--- config.mk ---
export PLATFORM = sky130hd
export DESIGN_NAME = apb_arbiter
export DESIGN_NICKNAME = d
export VERILOG_FILES = /design/src/rtl/apb_arbiter.sv
export SDC_FILE = /design/constraint.sdc
export NUM_CORES = 1
export LEC_CHECK = 0
export ABC_CLOCK_PERIOD_IN_PS = 2200
export CAP_MARGIN = 15
export CORE_ASPECT_RATIO = 0.7
export CORE_MARGIN = 10
export CORE_UTILIZATION = 40
export CTS_CLUSTER_SIZE = 16
export DETAILED_ROUTE_END_ITERATION = 7
export PLACE_DENSITY = 0.88
export SLEW_MARGIN = 20
export SYNTH_ARGS = -nofsm -noshare
export SYNTH_HDL_FRONTEND = slang
export SYNTH_SLANG_ARGS = --single-unit
--- constraint.sdc ---
create_clock -name PCLK -period 2.2 [get_ports PCLK]
set_input_delay 0.44 -clock PCLK [delete_from_list [all_inputs] [get_ports PCLK]]
set_output_delay 0.44 -clock PCLK [all_outputs]
set_load 0.01 [all_outputs]
--- src/rtl/apb_arbiter.sv ---
// Two-port round-robin APB arbiter. It serialises upstream transfers onto one downstream APB
// slave and returns each response to the granted port through registered outputs.
module apb_arbiter #(
    parameter int unsigned AW           = 32,
    parameter int unsigned DW           = 32,
    parameter bit          OPT_LOWPOWER = 1'b0
) (
    input  logic              PCLK,
    input  logic              PRESETn,
    input  logic              S0_PSEL,
    input  logic              S0_PENABLE,
    input  logic [AW-1:0]     S0_PADDR,
    input  logic              S0_PWRITE,
    input  logic [DW-1:0]     S0_PWDATA,
    input  logic [DW/8-1:0]   S0_PWSTRB,
    input  logic [2:0]        S0_PPROT,
    output logic              S0_PREADY,
    output logic [DW-1:0]     S0_PRDATA,
    output logic              S0_PSLVERR,
    input  logic              S1_PSEL,
    input  logic              S1_PENABLE,
    input  logic [AW-1:0]     S1_PADDR,
    input  logic              S1_PWRITE,
    input  logic [DW-1:0]     S1_PWDATA,
    input  logic [DW/8-1:0]   S1_PWSTRB,
    input  logic [2:0]        S1_PPROT,
    output logic              S1_PREADY,
    output logic [DW-1:0]     S1_PRDATA,
    output logic              S1_PSLVERR,
    output logic              M_PSEL,
    output logic              M_PENABLE,
    output logic              M_PWRITE,
    output logic [AW-1:0]     M_PADDR,
    output logic [DW-1:0]     M_PWDATA,
    output logic [DW/8-1:0]   M_PWSTRB,
    output logic [2:0]        M_PPROT,
    input  logic              M_PREADY,
    input  logic              M_PSLVERR,
    input  logic [DW-1:0]     M_PRDATA
);

    typedef enum logic [1:0] {StIdle, StSetup, StAccess, StResp} state_e;

    state_e            state_q;
    logic              grant_q, last_grant_q;
    logic              m_psel_q, m_penable_q, m_pwrite_q;
    logic [AW-1:0]     m_paddr_q;
    logic [DW-1:0]     m_pwdata_q;
    logic [DW/8-1:0]   m_pwstrb_q;
    logic [2:0]        m_pprot_q;
    logic              s0_pready_q, s0_pslverr_q, s1_pready_q, s1_pslverr_q;
    logic [DW-1:0]     s0_prdata_q, s1_prdata_q;

    logic              grant_d;
    logic              req_any;
    logic              pwrite_d;
    logic [AW-1:0]     paddr_d;
    logic [DW-1:0]     pwdata_d;
    logic [DW/8-1:0]   pwstrb_d;
    logic [2:0]        pprot_d;

    // PENABLE does not matter: a SETUP or a stalled ACCESS are both just requests.
    logic unused_penable;
    assign unused_penable = S0_PENABLE ^ S1_PENABLE;

    always_comb begin
        req_any = S0_PSEL | S1_PSEL;
        if (S0_PSEL && S1_PSEL) grant_d = ~last_grant_q;
        else                    grant_d = S1_PSEL;
        paddr_d  = grant_d ? S1_PADDR  : S0_PADDR;
        pwrite_d = grant_d ? S1_PWRITE : S0_PWRITE;
        pwdata_d = grant_d ? S1_PWDATA : S0_PWDATA;
        pwstrb_d = grant_d ? S1_PWSTRB : S0_PWSTRB;
        pprot_d  = grant_d ? S1_PPROT  : S0_PPROT;
    end

    always_ff @(posedge PCLK or negedge PRESETn) begin
        if (!PRESETn) begin
            state_q      <= StIdle;
            grant_q      <= 1'b0;
            last_grant_q <= 1'b1;
            m_psel_q     <= 1'b0;
            m_penable_q  <= 1'b0;
            m_pwrite_q   <= 1'b0;
            m_paddr_q    <= '0;
            m_pwdata_q   <= '0;
            m_pwstrb_q   <= '0;
            m_pprot_q    <= '0;
            s0_pready_q  <= 1'b0;
            s0_pslverr_q <= 1'b0;
            s0_prdata_q  <= '0;
            s1_pready_q  <= 1'b0;
            s1_pslverr_q <= 1'b0;
            s1_prdata_q  <= '0;
        end else begin
            unique case (state_q)
                StIdle: begin
                    if (req_any) begin
                        grant_q      <= grant_d;
                        last_grant_q <= grant_d;
                        m_psel_q     <= 1'b1;
                        m_penable_q  <= 1'b0;
                        m_pwrite_q   <= pwrite_d;
                        m_paddr_q    <= paddr_d;
                        m_pwdata_q   <= pwdata_d;
                        m_pwstrb_q   <= pwstrb_d;
                        m_pprot_q    <= pprot_d;
                        state_q      <= StSetup;
                    end
                end
                StSetup: begin
                    m_penable_q <= 1'b1;
                    state_q     <= StAccess;
                end
                StAccess: begin
                    if (M_PREADY) begin
                        m_psel_q    <= 1'b0;
                        m_penable_q <= 1'b0;
                        if (OPT_LOWPOWER) begin
                            m_pwrite_q <= 1'b0;
                            m_paddr_q  <= '0;
                            m_pwdata_q <= '0;
                            m_pwstrb_q <= '0;
                            m_pprot_q  <= '0;
                        end
                        if (grant_q) begin
                            s1_pready_q  <= 1'b1;
                            s1_pslverr_q <= M_PSLVERR;
                            s1_prdata_q  <= M_PRDATA;
                        end else begin
                            s0_pready_q  <= 1'b1;
                            s0_pslverr_q <= M_PSLVERR;
                            s0_prdata_q  <= M_PRDATA;
                        end
                        state_q <= StResp;
                    end
                end
                StResp: begin
                    s0_pready_q  <= 1'b0;
                    s0_pslverr_q <= 1'b0;
                    s1_pready_q  <= 1'b0;
                    s1_pslverr_q <= 1'b0;
                    if (OPT_LOWPOWER) begin
                        s0_prdata_q <= '0;
                        s1_prdata_q <= '0;
                    end
                    state_q <= StIdle;
                end
                default: state_q <= StIdle;
            endcase
        end
    end

    assign M_PSEL     = m_psel_q;
    assign M_PENABLE  = m_penable_q;
    assign M_PWRITE   = m_pwrite_q;
    assign M_PADDR    = m_paddr_q;
    assign M_PWDATA   = m_pwdata_q;
    assign M_PWSTRB   = m_pwstrb_q;
    assign M_PPROT    = m_pprot_q;
    assign S0_PREADY  = s0_pready_q;
    assign S0_PSLVERR = s0_pslverr_q;
    assign S0_PRDATA  = s0_prdata_q;
    assign S1_PREADY  = s1_pready_q;
    assign S1_PSLVERR = s1_pslverr_q;
    assign S1_PRDATA  = s1_prdata_q;

endmodule

After elaboration in Yosys (flattened, before gate mapping)
Index checks and enable logic that the tools add are counted.

Register bits after elaboration: 146. Input port bits: 184. Output and inout port bits: 142. Logic and storage cells: 65.

Equal/unequal tests: 7. Muxes and demuxes: 26. Bitwise gates (word level): 3. Reduce and logical (&&, ||, !) cells: 13.

Operators with widths (number): 32-bit two-way mux (2); 3-bit AND reduction (6); 1-bit two-way mux (13); 1-bit one-hot mux with 2 select lines (5); 2-bit != test (second input constant) (4); 2-bit one-hot mux with 4 select lines (1); 2-bit equality test (second input constant) (2); 2-bit two-way mux (2); 4-bit two-way mux (1); 2-bit AND reduction (2); 2-bit nonzero test (2); 3-bit two-way mux (1); 1-bit one-hot mux with 3 select lines (1); 3-bit nonzero test (1); 2-bit by 1-bit equality test with 1-bit output (second input constant) (1); 2-bit zero test (1); 1-bit inverter (2); 1-bit logical AND (1); 1-bit OR (1).

Depth between registers and ports, before layout
Gate-level depths: netlist of run 1.

Depth in word-level cells: 3. Gate-level depth with buffers: 8. Gate-level depth less buffers: 5.

Worst setup path after synthesis of run 1
Ideal clock, no wire load.

Path type: reg2reg. Start point: reg state_q[0]. End point: reg s1_prdata_q[10], in the netlist S1_PRDATA[10]. Setup time: 125 ps. Data arrival time: 1434 ps. Data required time: 2075 ps. Slack: 641 ps. Stages on the path, launching flop included: 7. Buffers on the path: 2. Period minus slack after synthesis: 1559 ps. Path through: dfrtp_1 > inv_1 > ha_1 > buf_4 > nand3_2 > buf_2 > mux2_2.

Longest elaborated chain between the ends: 2.

RTL lines: from (decl) (line 44) `state_e state_q;`; from (signal assigned) (line 79) `state_q <= StIdle;`; from (signal assigned) (line 108) `state_q <= StSetup;`; from (signal assigned) (line 113) `state_q <= StAccess;`; 2-bit equality test (line 96) `unique case (state_q)`; 3-bit AND reduction (no source line); to (signal assigned) (line 94) `s1_prdata_q <= '0;`; to (signal assigned) (line 129) `s1_prdata_q <= M_PRDATA;`; to (signal assigned) (line 145) `s1_prdata_q <= '0;`; to (decl) (line 52) `logic [DW-1:0] s0_prdata_q, s1_prdata_q;`.

Every way passes these cells. A chain may end at the register's enable or synchronous reset.

Worst setup path after layout of run 1
Start point: reg state_q[0]. End point: reg s0_prdata_q[4], in the netlist S0_PRDATA[4].

Longest elaborated chain between the ends: 2.

RTL lines: 2-bit equality test (line 96); 3-bit AND reduction (no source line); to (signal assigned) (line 91) `s0_prdata_q <= '0;`; to (signal assigned) (line 133) `s0_prdata_q <= M_PRDATA;`; to (signal assigned) (line 144) `s0_prdata_q <= '0;`; to (decl) (line 52).

Every way passes these cells.

==> results of run 1 <==
## metal layers
metal  vias up  GRT usage  share of wire  routed length (um)
met5         -          0              0                   0
met4         0     0.0446         0.0061                 133
met3        13     0.0867           0.11                2360
met2       250      0.338           0.50               11000
met1      2743      0.221           0.38                8330
li1       2630          -              -                   -
## layout make-up
class | count | share of cell area
repair buffers | 342 | 0.341
multi-input cells | 395 | 0.227
flip-flops and latches | 146 | 0.354
clock inverters | 14 | 0.0111
well taps | 200 | 0.0242
clock buffers | 18 | 0.0425
inverters | 3 | 0.00109
## timing repair
item	in CTS	in global routing
setup endpoints to repair	0	0
hold endpoints to repair	35	0
buffers inserted	0	0
hold buffers	1	0
## worst max-delay path: stages, from the launching register on
cell and delay [ns]:
dfrtp_1 0.40, inv_1 0.15, ha_1 0.37, nand3b_4 0.27, buf_12 0.25, mux2_2 0.28
## flip-flops by register name, indices dropped and copies added (netlist names)
name and count:
S1_PSLVERR 1, grant_q 1, S0_PRDATA 32, M_PWSTRB 4
M_PENABLE 1, M_PWDATA 32, M_PPROT 3, S0_PSLVERR 1
M_PADDR 32, S0_PREADY 1, S1_PRDATA 32, M_PWRITE 1
M_PSEL 1, state_q 2, last_grant_q 1, S1_PREADY 1
## kinds of logic (layout without fill, tap and decap cells)
kind of cell	after synthesis	after routing	synth area share
multiplexers	67	67	0.121
adder cells (fa/ha/maj)	6	6	0.0120
AO/OA/AOI/OAI	161	161	0.135
AND/OR/NAND/NOR	161	161	0.105
flip-flops	146	146	0.586
buffers and inverters	43	377	0.0417
## worst paths after layout
check                           depth (start not counted)                       from                   endpoint  slack, ns
min in group PCLK                                       1  S0_PRDATA[13]$_DFFE_PN0P_  S0_PRDATA[13]$_DFFE_PN0P_       0.49
worst max register to register                          5     state_q[0]$_DFFE_PN0P_   S0_PRDATA[4]$_DFFE_PN0P_       0.35
worst min-delay path                                    2                    PRESETn    M_PADDR[26]$_DFFE_PN0P_       0.49
max in group asynchronous                               3                    PRESETn    M_PWDATA[7]$_DFFE_PN0P_       1.06
worst min register to register                          1  S0_PRDATA[13]$_DFFE_PN0P_  S0_PRDATA[13]$_DFFE_PN0P_       0.49
worst max-delay path                                    5     state_q[0]$_DFFE_PN0P_   S0_PRDATA[4]$_DFFE_PN0P_       0.35
## placed cells by master (no fill, tap or decap), types with 2 or more instances in the layout
master / netlist / layout
clkdlybuf4s50_1: 0 / 322
a21oi_1: 148 / 148
dfrtp_1: 145 / 145
nor2_1: 77 / 77
nand2_1: 73 / 73
mux2_2: 54 / 54
clkbuf_16: 0 / 17
mux2_1: 12 / 12
buf_12: 0 / 11
buf_4: 2 / 7
ha_1: 6 / 6
inv_6: 0 / 6
a22o_1: 4 / 4
clkinvlp_4: 0 / 4
inv_1: 3 / 3
nand3_1: 3 / 3
nand2b_1: 2 / 2
o21ai_0: 2 / 2
clkinv_2: 0 / 2
inv_8: 0 / 2
## metrics by stage
stage                     instances  instance area, um^2  hold slack [ns]  setup WS (ns)  power (mW)
after global placement         1085                 9760            0.370          0.151        11.8
final                          1118                10300            0.490          0.349        14.6
after CTS                      1118                10300            0.492          0.324        14.8
after detailed placement       1085                 9760            0.377          0.120        12.0
after global routing           1118                10300            0.506          0.232        15.6
after floorplan                 584                 6230            0.144          0.641        7.91
## power by group through the flow
stage | Clock, mW | Combinational (mW) | Sequential, mW
global placement | 0 | 7.03 | 4.75
finish | 2.72 | 7.09 | 4.81
detailed placement | 0 | 7.17 | 4.86
global route | 2.90 | 7.67 | 4.98
floorplan | 0 | 2.53 | 5.38
CTS | 2.79 | 7.20 | 4.82
==> out/metrics.yaml, run 1 <==
finish:
  multi_input_area_um2: 2340
  final_util: 0.670
  fillers: 1176
  regArea_um2: 3650
  nets: 1095
  drive_gt1_frac: 0.122
  n_antenna_cell: 0
  area.growth.synth_to_final_pct: 65.6
synthesis:
  yosys-top-cells-area: "dfrtp_1 58%, a21oi_1 12%, mux2_2 9.8%, nor2_1 4.6%, nand2_1 4.4%"
  ys.warnings.count: 0
  synth_top_area_cell: "dfrtp_1"
  syn_nets: 774
  ys_async_sr_fraction: 1.00
  synthFlopType: "dfrtp_1"
  synth.yosys.seq_area_share: 0.586
  yosysUniqueCellTypes: 30
  synth.most_common_cell: "a21oi_1"
  avgSynthCellArea_um2: 10.7
  postSynthCellCount: 584
  synth.top_cell.area_share: 0.582
  synth_area_um2: 6230
  synth_edf_count: 0
  ys_seq_elements: 146
  netlist_top_cells_count: "148 x a21oi_1, 145 x dfrtp_1, 77 x nor2_1"
sta:
  fin_crit_ns: 1.85
  slew_headroom: 0.741
  rsz0062_at_grt: "false"
  fin_skew_ns: 0.0134
  worst_slew_pin_slew_ns: 0.388
  slew_viol_final: 0
  fin_tns_setup_ns: 0
  setup_viol_count_final: 0
  finalHoldViolCount: 0
  period_share: 0.841
  fmax_mhz: 540
drt:
  vias_per_cell: 5.04
  drc: 0
  drtAntennaViolNets: 0
  dr.pass1.iters: 4
  post_drt_wl_per_cell_um: 19.5
  drt_wl_total_um: 21800
  first_iter_violations: 371
  vias: 5636
worst_setup_path:
  crit_fanout: 20
  path_class: "reg -> reg"
  cp.arrival_ns: 2.13
  critPathRequiredTime_ns: 2.48
  crit_path_end_kind: "flip-flop"
  startpoint_type: "flip-flop"
floorplanning:
  fp-row-count: 38
  core_area_um2: 15400
  die-height_um: 124
  die_area_um2: 21100
  die_width_um: 169
  initial_core_util: 0.405
  ios: 326
clocking:
  worstSkewPairLatency_ns: 0.41
  cts_tree: "done"
  root_buffer: "clkbuf_16"
  cts_resized: 0
  htree_levels: 4
  clkTransAtPathRegs_ns: 0.07
  clock-sinks: 146
  numCtsBuffers: 17
  cts_buffer_depth: 2
pwr:
  peakVddDrop_uv: 698
  swShare: 0.350
  cellPowerDensity_nw_per_um2: 1420
  pwr-share-seq: 0.329
  power_frac_clock: 0.186
  p_leak_nw: 4.40
  intPower_mw: 9.51
  p_sw_mw: 5.11
  combPwrFrac: 0.485
grt:
  grt_max_degree: 58
  antenna_found_initial: 0
  grt_pass1_wl_um: 33200
  grt_pass1_vias: 5814
  grt_overflow: 0
  grt_use_total: 0.197
job:
  cap_violations: 0
placement:
  portBuffers: 323
  dpl.hpwl_um: 16700
  place_congestion: 0.789
run_status:
  run_status: "complete, no violations"
min_path:
  min_path_type: "in -> async"
(Power assumes the default switching activity.)
==> run 2: changes to the inputs <==
--- a/config.mk
+++ b/config.mk
@@ -5,14 +5,14 @@
 export SDC_FILE = /design/constraint.sdc
 export NUM_CORES = 1
 export LEC_CHECK = 0
-export ABC_CLOCK_PERIOD_IN_PS = 2200
+export ABC_CLOCK_PERIOD_IN_PS = 1680
 export CAP_MARGIN = 15
 export CORE_ASPECT_RATIO = 0.7
 export CORE_MARGIN = 10
-export CORE_UTILIZATION = 40
+export CORE_UTILIZATION = 36
 export CTS_CLUSTER_SIZE = 16
 export DETAILED_ROUTE_END_ITERATION = 7
-export PLACE_DENSITY = 0.88
+export PLACE_DENSITY = 0.84
 export SLEW_MARGIN = 20
 export SYNTH_ARGS = -nofsm -noshare
 export SYNTH_HDL_FRONTEND = slang
==> constraint.sdc (replaced) <==
create_clock -name PCLK -period 1.68 [get_ports PCLK]
set_input_delay 0.336 -clock PCLK [delete_from_list [all_inputs] [get_ports PCLK]]
set_output_delay 0.336 -clock PCLK [all_outputs]
set_load 0.01 [all_outputs]
==> out/metrics.yaml, run 2 (synthesis results as in run 1) <==
pwr:
  peakVddDrop_uv: 940  # +35%
  power_frac_clock: 0.213  # +0.027
  pwr-share-seq: 0.328  # about the same
  p_leak_nw: 5.20  # +18%
  intPower_mw: 12.3  # +30%
  p_sw_mw: 6.74  # +32%
  cellPowerDensity_nw_per_um2: 1790  # +26%
  combPwrFrac: 0.460  # -0.025
  swShare: 0.354  # +0.00397
worst_setup_path:
  startpoint_type: "flip-flop"
  critPathRequiredTime_ns: 1.34  # -1.14 ns
  cp.depth: 1  # -4
  critical_path.cell_chain: "clkdlybuf4s50_1"
  reg2reg_depth: 5  # unchanged
  cp.arrival_ns: 1.32  # -0.81 ns
  slowest_delay_ns: 0.55  # +0.15 ns
  r2r_setup_slack_ns: 0.07  # -0.28 ns
  cpLargestDelayFamily: "buffers and inverters"
  r2r-end: "M_PENABLE$_DFFE_PN0P_"
  crit_fanout: 2  # -90%
  crit_path_end_kind: "output port"
  path_class: "reg -> out"
  crit-reg2reg-launch: "state_q[0]$_DFFE_PN0P_"
  slowest_stage: "clkdlybuf4s50_1"
  path_buf_inv: 1  # -1
sta:
  fin_skew_ns: 0.00745  # -0.00592 ns
  fmax_mhz: 604
  fin_tns_setup_ns: 0  # unchanged
  fin_crit_ns: 1.66
  worst_slew_pin_slew_ns: 0.440  # +0.0512 ns
  slew_viol_final: 0  # unchanged
  period_share: 0.985
  slew_headroom: 0.707  # -0.0336
  finalHoldViolCount: 0  # unchanged
  hold_slack_ns: 0.409  # -0.0808 ns
  setup_viol_count_final: 0  # unchanged
drt:
  post_drt_wl_per_cell_um: 19.6  # +0.57%
  drc: 0  # unchanged
  first_iter_violations: 280  # -25%
  vias: 5667  # +0.55%
  vias_per_cell: 4.86  # -3.5%
  drt_wl_total_um: 22900  # +4.8%
  dr.pass1.iters: 5  # +1
  drtAntennaViolNets: 0  # unchanged
floorplanning:
  fp-row-count: 40  # +5.3%
  core_area_um2: 17100  # +11%
  die_area_um2: 23100  # +9.5%
  initial_core_util: 0.365  # -0.0394
  die-height_um: 130  # +4.5%
  die_width_um: 177  # +4.8%
  ios: 326  # unchanged
clocking:
  root_buffer: "clkbuf_16"
  clkTransAtPathRegs_ns: 0.06  # about the same
  cts_buffer_depth: 2  # unchanged
  htree_levels: 4  # unchanged
  numCtsBuffers: 17  # unchanged
  clock-sinks: 146  # unchanged
  cts_tree: "done"
  worstSkewPairLatency_ns: 0.42  # about the same
finish:
  fillers: 1369  # +16%
  n_antenna_cell: 0  # unchanged
  multi_input_area_um2: 2350  # +0.64%
  nets: 1111  # +1.5%
  area.growth.synth_to_final_pct: 71.0
  final_util: 0.625  # -0.0456
  regArea_um2: 3650  # unchanged
  final_cell_mix: "192 x clkdlybuf4s50_1, 148 x a21oi_1, 145 x dfrtp_1"
  drive_gt1_frac: 0.139  # +0.0172
  final_common_cell: "clkdlybuf4s50_1"
  final_cells: 1165  # +4.2%
grt:
  grt_pass1_wl_um: 34000  # +2.5%
  grt_overflow: 0  # unchanged
  grt_pass1_vias: 5948  # +2.3%
  antenna_found_initial: 1  # +1
  grt_use_total: 0.187  # -0.00981
  grt_max_degree: 54  # -6.9%
placement:
  dpl.cell_count: 1132  # +4.3%
  dpl.hpwl_um: 17300  # +3.3%
  portBuffers: 323  # unchanged
  place_congestion: 0.809  # +2.5%
run_status:
  run_status: "complete, no violations"
job:
  cap_violations: 0  # unchanged
min_path:
  min_path_type: "in -> async"
==> run 2: cell count changes in the layout (fill, tap and decap cells not counted), sizes merged <==
cell           before  now
clkinv              2    3
dlygate4sd2         0   63
inv                11    8
buf                19   35
bufinv              0    3
clkinvlp            4    1
clkbuf             18   20
clkdlybuf4s50     322  192
dlymetal6s2s        0   67
==> run 2: repair_timing <==
action / 4_1_cts / 5_1_grt
hold buffers: 1 / 0
resized for setup: 64 / 70
endpoints found under the setup margin: 105 / 124
buffers inserted: 0 / 0
hold endpoints to repair: 36 / 0
gates cloned: 0 / 0
==> run 2: final cells by class <==
cell class	instances	share of cell area
inverters	3	0.00106
clock inverters	12	0.0160
clock buffers	20	0.0428
multi-input cells	395	0.221
flip-flops and latches	146	0.343
repair buffers	358	0.349
well taps	231	0.0271
==> run 2: through the flow <==
stage               setup WS, ns  total power [mW]  cell area (um^2)
finish                    0.0249              19.1             10700
global route            -0.00728              20.3             10700
CTS                     0.000398              19.4             10500
detailed placement        -0.204              15.9              9920
global placement          -0.151              15.6              9920
floorplan                  0.121              10.4              6230
==> run 2: metal layers <==
layer,global-route usage,up-vias,routed length (um)
met1,0.231,2750,9490
met5,0,-,13
met4,0.0401,2,175
li1,-,2663,-
met2,0.311,235,11200
met3,0.0670,17,1940
==> run 2: worst max-delay path by stage <==
| stage | from | end | slack (ns) |
|---|---|---|---|
| after floorplan | state_q[0]$_DFFE_PN0P_ | S1_PRDATA[10]$_DFFE_PN0P_ | 0.12 |
| after global placement | S0_PSEL | M_PADDR[29]$_DFFE_PN0P_ | -0.15 |
| after detailed placement | S0_PSEL | M_PADDR[4]$_DFFE_PN0P_ | -0.20 |
| after CTS | S0_PRDATA[3]$_DFFE_PN0P_ | S0_PRDATA[3] | 0.0004 |
| after global routing | state_q[1]$_DFFE_PN0P_ | M_PADDR[16]$_DFFE_PN0P_ | -0.007 |
| final | M_PWSTRB[3]$_DFFE_PN0P_ | M_PWSTRB[3] | 0.02 |
==> run 2: power by group through the flow <==
stage | combinational [mW] | sequential (mW) | clock, mW
floorplan | 3.31 | 7.05 | 0
global placement | 9.34 | 6.22 | 0
detailed placement | 9.51 | 6.35 | 0
CTS | 9.04 | 6.28 | 4.12
global route | 9.53 | 6.46 | 4.26
finish | 8.76 | 6.24 | 4.06
==> run 3: changes to the inputs <==
--- a/config.mk
+++ b/config.mk
@@ -12,6 +12,7 @@
 export CORE_UTILIZATION = 36
 export CTS_CLUSTER_SIZE = 16
 export DETAILED_ROUTE_END_ITERATION = 7
+export MAX_ROUTING_LAYER = met4
 export PLACE_DENSITY = 0.84
 export SLEW_MARGIN = 20
 export SYNTH_ARGS = -nofsm -noshare
==> out/metrics.yaml, run 3 (synthesis results as in run 1) <==
run_status:
  run_status: "complete, no violations"
worst_setup_path:
  cpLargestDelayFamily: "buffers and inverters"
  r2r_setup_slack_ns: 0.10  # +0.03 ns
  slowest_delay_ns: 0.54  # about the same
  startpoint_type: "flip-flop"
  reg2reg_depth: 5  # unchanged
  path_buf_inv: 1  # unchanged
  critical_path.cell_chain: "clkdlybuf4s50_1"
  crit-reg2reg-launch: "state_q[0]$_DFFE_PN0P_"
  cp.arrival_ns: 1.31  # about the same
  startpoint: "M_PWSTRB[3]$_DFFE_PN0P_"
  crit_path_end_kind: "output port"
  crit_fanout: 2  # unchanged
  path_class: "reg -> out"
  slowest_stage: "clkdlybuf4s50_1"
  r2r-end: "S0_PRDATA[11]$_DFFE_PN0P_"
  critPathRequiredTime_ns: 1.34  # about the same
sta:
  slew_viol_final: 0  # unchanged
  finalHoldViolCount: 0  # unchanged
  worst_slew_pin_slew_ns: 0.438  # -0.00139 ns
  setup_viol_count_final: 0  # unchanged
  period_share: 0.979  # -0.00662
  fmax_mhz: 608  # +0.68%
  fin_tns_setup_ns: 0  # unchanged
  slew_headroom: 0.708  # +0.000925
  fin_skew_ns: 0.00748  # +0.0000282 ns
  fin_crit_ns: 1.64  # -0.0111 ns
finish:
  final_cells: 1166  # +0.086%
  drive_gt1_frac: 0.140  # +0.00107
  final_cell_mix: "191 x clkdlybuf4s50_1, 148 x a21oi_1, 145 x dfrtp_1"
  area.growth.synth_to_final_pct: 71.2  # about the same
  final_common_cell: "clkdlybuf4s50_1"
  fillers: 1364  # -0.37%
  final_area_um2: 10700  # about the same
  nets: 1111  # unchanged
clocking:
  cts_tree: "done"
  worstSkewPairLatency_ns: 0.41  # about the same
  cts_setup_buffers: 0  # unchanged
  clock-sinks: 146  # unchanged
  numCtsBuffers: 17  # unchanged
  htree_levels: 4  # unchanged
  cts_buffer_depth: 2  # unchanged
  clkTransAtPathRegs_ns: 0.06  # about the same
  root_buffer: "clkbuf_16"
drt:
  drc: 0  # unchanged
  drtAntennaViolNets: 0  # unchanged
  vias: 5693  # +0.46%
  drt_wl_total_um: 22800  # -0.43%
  dr.pass1.iters: 5  # unchanged
  post_drt_wl_per_cell_um: 19.5  # -0.51%
  vias_per_cell: 4.88  # +0.37%
  first_iter_violations: 334  # +19%
grt:
  grt_pass1_vias: 5990  # +0.71%
  grt_overflow: 0  # unchanged
  grt_pass1_wl_um: 33900  # -0.33%
  grt_max_degree: 54  # unchanged
  antenna_found_initial: 1  # unchanged
  grt_use_total: 0.193  # +0.00541
pwr:
  combPwrFrac: 0.460  # about the same
  cellPowerDensity_nw_per_um2: 1780  # -0.12%
  intPower_mw: 12.3  # about the same
  p_sw_mw: 6.73  # -0.19%
  pwr-share-seq: 0.328  # about the same
  p_leak_nw: 5.21  # +0.23%
  power_frac_clock: 0.212  # about the same
  swShare: 0.353  # -0.000567
  peakVddDrop_uv: 943  # +0.28%
placement:
  dpl.hpwl_um: 17300  # unchanged
  placed_area_um2: 9920  # unchanged
  dpl.cell_count: 1132  # unchanged
  place_congestion: 0.821  # +1.5%
  portBuffers: 323  # unchanged
min_path:
  min_path_type: "in -> async"
floorplanning:
  die_width_um: 177  # unchanged
  initial_core_util: 0.365  # unchanged
  ios: 326  # unchanged
  fp-row-count: 40  # unchanged
  core_area_um2: 17100  # unchanged
  die_area_um2: 23100  # unchanged
  die-height_um: 130  # unchanged
job:
  cap_violations: 0  # unchanged
run 3: cell types whose count changed in the layout (fill, tap and decap cells not counted):
| cell | previous run | this run |
|---|---|---|
| dlymetal6s2s_1 | 67 | 68 |
| a211oi_2 | 0 | 1 |
| diode_2 | 0 | 1 |
| a211oi_1 | 1 | 0 |
| clkdlybuf4s50_1 | 192 | 191 |
run 3: power by group through the flow:
stage	clock [mW]	combinational (mW)	sequential (mW)
5_1_grt	4.27	9.54	6.46
6_report	4.04	8.77	6.24
3_5_place_dp	0	9.51	6.35
2_1_floorplan	0	3.31	7.05
4_1_cts	4.12	9.04	6.28
3_3_place_gp	0	9.34	6.22
run 3: stage by stage:
stage                     power [mW]  setup WS, ns  hold WS (ns)  utilization
after floorplan                 10.4         0.121        0.0404            -
after global placement          15.6        -0.151         0.289        0.581
final                           19.0        0.0360         0.412        0.625
after CTS                       19.4      0.000398         0.412        0.614
after global routing            20.3      -0.00984         0.443        0.625
after detailed placement        15.9        -0.204         0.293        0.581
run 3: how the worst max path moves through the flow:
stage                     depth (start not counted)  slack, ns                        end
after floorplan                                   6       0.12  S1_PRDATA[10]$_DFFE_PN0P_
final                                             1       0.04                M_PWSTRB[3]
after CTS                                         1     0.0004               S0_PRDATA[3]
after global placement                            6      -0.15    M_PADDR[29]$_DFFE_PN0P_
after global routing                              6      -0.01    M_PADDR[16]$_DFFE_PN0P_
after detailed placement                          6      -0.20     M_PADDR[4]$_DFFE_PN0P_
run 3: layout make-up:
class                   count  area [um^2]  share of cell area
repair buffers            358         3730               0.349
clock buffers              20          457              0.0428
clock inverters            12          170              0.0159
well taps                 231          289              0.0271
inverters                   3         11.3             0.00106
flip-flops and latches    146         3650               0.342
diodes                      1         2.50            0.000234
multi-input cells         395         2360               0.221
run 3: what timing repair did:
item	CTS	global route
hold endpoints to repair	36	0
gates cloned	0	0
gates resized for setup	64	72
endpoints found under the setup margin	105	126
hold buffers	1	0
run 3: layer usage:
layer  global-route usage  vias to the layer above  wire (um)
met3               0.0589                       23       1690
met2                0.313                      227      11300
met5                    -                        -          0
met1                0.234                     2781       9590
met4               0.0386                        0        223
li1                     -                     2662          -
